`src/rtl/im_cache_dm.sv`:
```
// Direct-mapped read-only instruction cache with multi-word lines and a word-serial refill FSM.
// Optional hit/miss counters are built when IM_CACHE_STATS_EN is defined.
module im_cache_dm #(
   parameter int unsigned IDX_BITS  = 2,
   parameter int unsigned WOFF_BITS = 1,
   localparam int unsigned TAG_BITS = 30 - IDX_BITS - WOFF_BITS
) (
   input  logic        clk,
   input  logic        reset,
   input  logic        rd,
   input  logic [31:0] addr,
   input  logic        flush,
   output logic        hit,
   output logic [31:0] data,
   output logic        mem_req,
   output logic [31:0] mem_addr,
   input  logic        mem_rdy,
   input  logic [31:0] mem_data
`ifdef IM_CACHE_STATS_EN
   ,
   output logic [31:0] hit_count,
   output logic [31:0] miss_count
`endif
);

   localparam int unsigned LINES = 1 << IDX_BITS;
   localparam int unsigned WORDS = 1 << WOFF_BITS;
   localparam int unsigned CNT_W = (WOFF_BITS > 0) ? WOFF_BITS : 1;

   typedef enum logic [0:0] {StIdle, StRefill} state_e;

   state_e                         state_q, state_d;
   logic [LINES-1:0]               valid_q, valid_d;
   logic [TAG_BITS-1:0]            tag_q [LINES];
   logic [TAG_BITS-1:0]            tag_d [LINES];
   logic [WORDS-1:0][31:0]         line_q [LINES];
   logic [WORDS-1:0][31:0]         line_d [LINES];
   logic [TAG_BITS-1:0]            rtag_q, rtag_d;
   logic [IDX_BITS-1:0]            ridx_q, ridx_d;
   logic [CNT_W-1:0]               cnt_q, cnt_d;

   logic [CNT_W-1:0]    woff;
   logic [IDX_BITS-1:0] idx;
   logic [TAG_BITS-1:0] tag;
   logic [31:0]         refill_addr;
   logic                last_word;
   logic                miss_start;
   logic                unused_addr;

   assign woff        = CNT_W'((addr >> 2) & 32'(WORDS - 1));
   assign idx         = addr[2+WOFF_BITS +: IDX_BITS];
   assign tag         = addr[31 -: TAG_BITS];
   assign unused_addr = ^addr[1:0];

   // With one-word lines cnt stays 0, so its term contributes nothing.
   assign refill_addr = (32'(rtag_q) << (2 + WOFF_BITS + IDX_BITS))
                      | (32'(ridx_q) << (2 + WOFF_BITS))
                      | ((32'(cnt_q) & 32'(WORDS - 1)) << 2);
   assign last_word   = (cnt_q == CNT_W'(WORDS - 1));

   always_comb begin
      state_d    = state_q;
      valid_d    = valid_q;
      tag_d      = tag_q;
      line_d     = line_q;
      rtag_d     = rtag_q;
      ridx_d     = ridx_q;
      cnt_d      = cnt_q;
      hit        = 1'b0;
      data       = 32'h0;
      mem_req    = 1'b0;
      mem_addr   = 32'h0;
      miss_start = 1'b0;

      // Outputs are forced quiet while reset is asserted.
      if (!reset) begin
         unique case (state_q)
            StIdle: begin
               hit = rd & valid_q[idx] & (tag_q[idx] == tag);
               if (hit) begin
                  data = line_q[idx][woff];
               end
               if (rd && !hit && !flush) begin
                  miss_start   = 1'b1;
                  rtag_d       = tag;
                  ridx_d       = idx;
                  cnt_d        = '0;
                  valid_d[idx] = 1'b0;
                  state_d      = StRefill;
               end
            end
            StRefill: begin
               mem_req  = 1'b1;
               mem_addr = refill_addr;
               if (mem_rdy) begin
                  line_d[ridx_q][cnt_q] = mem_data;
                  cnt_d                 = cnt_q + 1'b1;
                  if (last_word) begin
                     valid_d[ridx_q] = 1'b1;
                     tag_d[ridx_q]   = rtag_q;
                     state_d         = StIdle;
                  end
               end
            end
            default: state_d = StIdle;
         endcase
      end

      // Flush overrides everything, including a completing refill.
      if (flush) begin
         valid_d = '0;
         state_d = StIdle;
      end
   end

   always_ff @(posedge clk) begin
      if (reset) begin
         state_q <= StIdle;
         valid_q <= '0;
         cnt_q   <= '0;
      end else begin
         state_q <= state_d;
         valid_q <= valid_d;
         cnt_q   <= cnt_d;
      end
   end

   // Tags, data and refill latches are qualified by valid/state and need no reset.
   always_ff @(posedge clk) begin
      tag_q  <= tag_d;
      line_q <= line_d;
      rtag_q <= rtag_d;
      ridx_q <= ridx_d;
   end

`ifdef IM_CACHE_STATS_EN
   logic [31:0] hit_count_q, hit_count_d;
   logic [31:0] miss_count_q, miss_count_d;

   always_comb begin
      hit_count_d  = hit_count_q;
      miss_count_d = miss_count_q;
      if (hit) begin
         hit_count_d = hit_count_q + 32'd1;
      end
      if (miss_start) begin
         miss_count_d = miss_count_q + 32'd1;
      end
   end

   always_ff @(posedge clk) begin
      if (reset) begin
         hit_count_q  <= 32'h0;
         miss_count_q <= 32'h0;
      end else begin
         hit_count_q  <= hit_count_d;
         miss_count_q <= miss_count_d;
      end
   end

   assign hit_count  = hit_count_q;
   assign miss_count = miss_count_q;
`endif

endmodule

```
`config.mk`:
```
export PLATFORM = sky130hd
export DESIGN_NAME = im_cache_dm
export DESIGN_NICKNAME = d
export VERILOG_FILES = /design/src/rtl/im_cache_dm.sv
export SDC_FILE = /design/constraint.sdc
export NUM_CORES = 1
export LEC_CHECK = 0
export CAP_MARGIN = 20
export CORE_ASPECT_RATIO = 1.4
export CORE_MARGIN = 2
export CORE_UTILIZATION = 37
export DETAILED_ROUTE_END_ITERATION = 7
export MAX_ROUTING_LAYER = met4
export PLACE_DENSITY = 0.66
export SYNTH_ARGS = -nofsm -noshare
export SYNTH_HDL_FRONTEND = slang
export SYNTH_SLANG_ARGS = --single-unit
export TNS_END_PERCENT = 100
```
`constraint.sdc`:
```
create_clock -name clk -period 14.9 [get_ports clk]
set_input_delay 2.98 -clock clk [delete_from_list [all_inputs] [get_ports clk]]
set_output_delay 2.98 -clock clk [all_outputs]
set_load 0.05 [all_outputs]
```
==> flow_summary.yaml <==
synthesis:
  yosys_warnings: 0
  avgSynthCellArea_um2: 20.61
  synth_largest_area_cell: "edfxtp_1"
  synth-seq-area-share: 0.7417
  synth-edff-count: 393
  synthFlopType: "edfxtp_1"
  synth_most_common_cell: "edfxtp_1"
  ys_ff_latch: 399
  synth_area_um2: 16070
  ys_top_cells_by_area: "edfxtp_1, mux4_2, mux2i_1, nor4_2, and2_1"
  yosysTopAreaCellShare: 0.7342
  synth.distinct_cells: 49
  synth_top_cells_by_count: "edfxtp_1, mux4_2, mux2i_1"
  async_flop_share: 0
  postSynthCellCount: 780
sta:
  fin_skew_ps: 21.99
  tightestPinTransition_ps: 1003
  max_slew_margin: 0.3304
  maxSlewViolCount: 0
  fin_crit_sh: 0.7241
  post-route-min-period_ps: 10790
  finalHoldViolations: 0
  rsz0062_at_grt: "no"
  tns_ps: 0
  setup_viol: 0
  max_freq_ghz: 0.09268
die:
  initial_utilization: 0.3737
  placementRows: 90
  fp.dieArea_um2: 45150
  die_w_um: 180.2
  ios: 135
  fp.coreArea_um2: 43020
  die_y_um: 250.6
critical_path:
  r2r-start: "state_q$_SDFF_PP0_"
  cp-startpoint: "addr[4]"
  cp.arrival_ps: 7810
  r2r-end: "line_q[253]$_DFFE_PP_"
  path_class: "in -> out"
  critPathCaptureType: "output port"
  regToRegSetupSlack_ps: 11640
  crit_fanout: 63
  reg2regPathDepth: 5
  worst_ep_required_time_ps: 11920
  critPathLaunchType: "input pin"
  cp-endpoint: "data[4]"
pwr:
  p_seq_frac: 0.530
  power.leakage_nw: 6.007
  p_per_area_nw_per_um2: 120.8
  p_sw_uw: 478.0
  clkPwrFrac: 0.421
  peakVddDrop_mv: 0.1085
  p_comb_frac: 0.048
  p_sw_frac: 0.2049
  intPower_mw: 1.855
global_route:
  grt-ovfl-total: 0
  antenna_found_initial: 2
  grt_pass1_vias: 8485
  track_usage: 0.1538
  grt_max_degree: 64
  grt_pass1_wl_um: 51100
cts:
  cts.clk_slew.worst_paths_ps: 60
  cts_buffer_depth: 3
  cts_hold_buf: 0
  cts_htree_levels: 2
  cts.sinks: 399
  cts_tree: "built"
  clkLatencyLatePin_ps: 530
  cts_made_buffers: 40
  postCtsSetupBuffers: 0
  cts.root.buffer_cell: "clkbuf_16"
  cts_resized: 0
layout:
  area_growth_pct: 20.15
  final_util: 0.4490
  drive_gt1_frac: 0.2322
  fillers: 3681
  multi_input_area_um2: 3939
  layout.nets: 993
  regArea_um2: 11920
routing:
  routed_wl_um: 33170
  first_iter_violations: 573
  drc: 0
  vias: 7873
  wire_per_inst_um: 21.97
  drt-vias-per-instance: 5.214
  ant_nets: 0
  dr.pass1.iters: 6
place:
  place_hpwl_um: 18920
  place_congestion: 0.7458
  port-buffer-count: 130
outcome:
  status: "finished clean"
worst_hold_path:
  hp-class: "reg -> reg"
run:
  maxCapViolations: 0
-- worst min-delay path by stage --
| stage | from | to | slack [ps] | depth (start not counted) |
|---|---|---|---|---|
| 3_3_place_gp | rtag_q[0]$_DFFE_PP_ | tag_q[27]$_DFFE_PP_ | 490 | 0 |
| 2_1_floorplan | rtag_q[0]$_DFFE_PP_ | tag_q[0]$_DFFE_PP_ | 470 | 0 |
| 4_1_cts | rtag_q[6]$_DFFE_PP_ | tag_q[60]$_DFFE_PP_ | 520 | 0 |
| 6_report | rtag_q[20]$_DFFE_PP_ | tag_q[20]$_DFFE_PP_ | 520 | 0 |
| 5_1_grt | rtag_q[16]$_DFFE_PP_ | tag_q[43]$_DFFE_PP_ | 540 | 0 |
| 3_5_place_dp | rtag_q[5]$_DFFE_PP_ | tag_q[59]$_DFFE_PP_ | 510 | 0 |
-- power by group through the flow --
stage | Clock, mW | Sequential, mW | Combinational, mW
3_3_place_gp | 0 | 1.26 | 0.113
5_1_grt | 1.05 | 1.24 | 0.122
3_5_place_dp | 0 | 1.26 | 0.115
6_report | 0.983 | 1.24 | 0.113
4_1_cts | 1.00 | 1.24 | 0.116
2_1_floorplan | 0 | 1.26 | 0.0698
-- routing by layer --
layer	share of wire	wire length, um	track usage	vias to the layer above
met5	0	0	-	-
met4	0.022	720	0.04217	0
met3	0.048	1588	0.02646	47
met2	0.52	17090	0.2640	218
met1	0.42	13770	0.1887	4091
li1	-	-	-	3517
-- registers in the layout, indices dropped and copies added, names as in the netlist --
register	flops
tag_q	108
rtag_q	27
valid_q	4
line_q	256
cnt_q	1
state_q	1
ridx_q	2
-- layout make-up --
class / instances / share of cell area
Antenna cell: 2 / 0.0002591
Sequential cell: 399 / 0.6173
Multi-Input combinational cell: 329 / 0.2039
Clock buffer: 46 / 0.05520
Inverter: 6 / 0.001166
Tap cell: 552 / 0.03576
Clock inverter: 28 / 0.01237
Timing Repair Buffer: 148 / 0.07405
-- through the flow --
stage | std cells | area (um2) | total power, mW | worst slack, ps | hold WS [ps]
final | 1510 | 19310 | 2.333 | 4111 | 522.8
after global routing | 1510 | 19310 | 2.410 | 3754 | 536.7
after CTS | 1508 | 19310 | 2.358 | 3905 | 519.7
after detailed placement | 1434 | 18000 | 1.377 | 3876 | 507.3
after global placement | 1434 | 18000 | 1.375 | 3955 | 487.7
after floorplan | 781 | 16080 | 1.330 | 5842 | 473.4
-- layout by cell type (no fill, tap or decap), types with 6 or more instances in the layout --
master	instances
mux4_2	84
and2_1	29
dfxtp_1	6
inv_1	6
clkbuf_16	42
nor3_1	7
nor4_2	32
clkinv_2	6
nor2_1	10
nand4_1	9
o21ai_0	7
nand3_1	6
nor3_2	7
mux2i_1	49
xnor2_1	20
clkdlybuf4s50_1	127
buf_4	19
nand2_1	10
clkinv_1	10
nor4_1	7
edfxtp_1	393
-- logic make-up after synthesis --
group / share of synthesized area
DFF: 0.7417
AOI/OAI and AO/OA: 0.01121
other: 0.0002333
buffers and inverters: 0.01884
muxes: 0.1522
xor gates and xnor gates: 0.01090
and+or+nand+nor: 0.06500
-- critical path, stage by stage --
cell             delay, ps
buf_4                  450
buf_4                  780
inv_1                  280
mux2_2                 340
a221o_1                370
nor3_1                 370
nand4bb_4              710
nor4_2                 580
clkdlybuf4s50_1        870
Power figures use the tool's default switching activity.
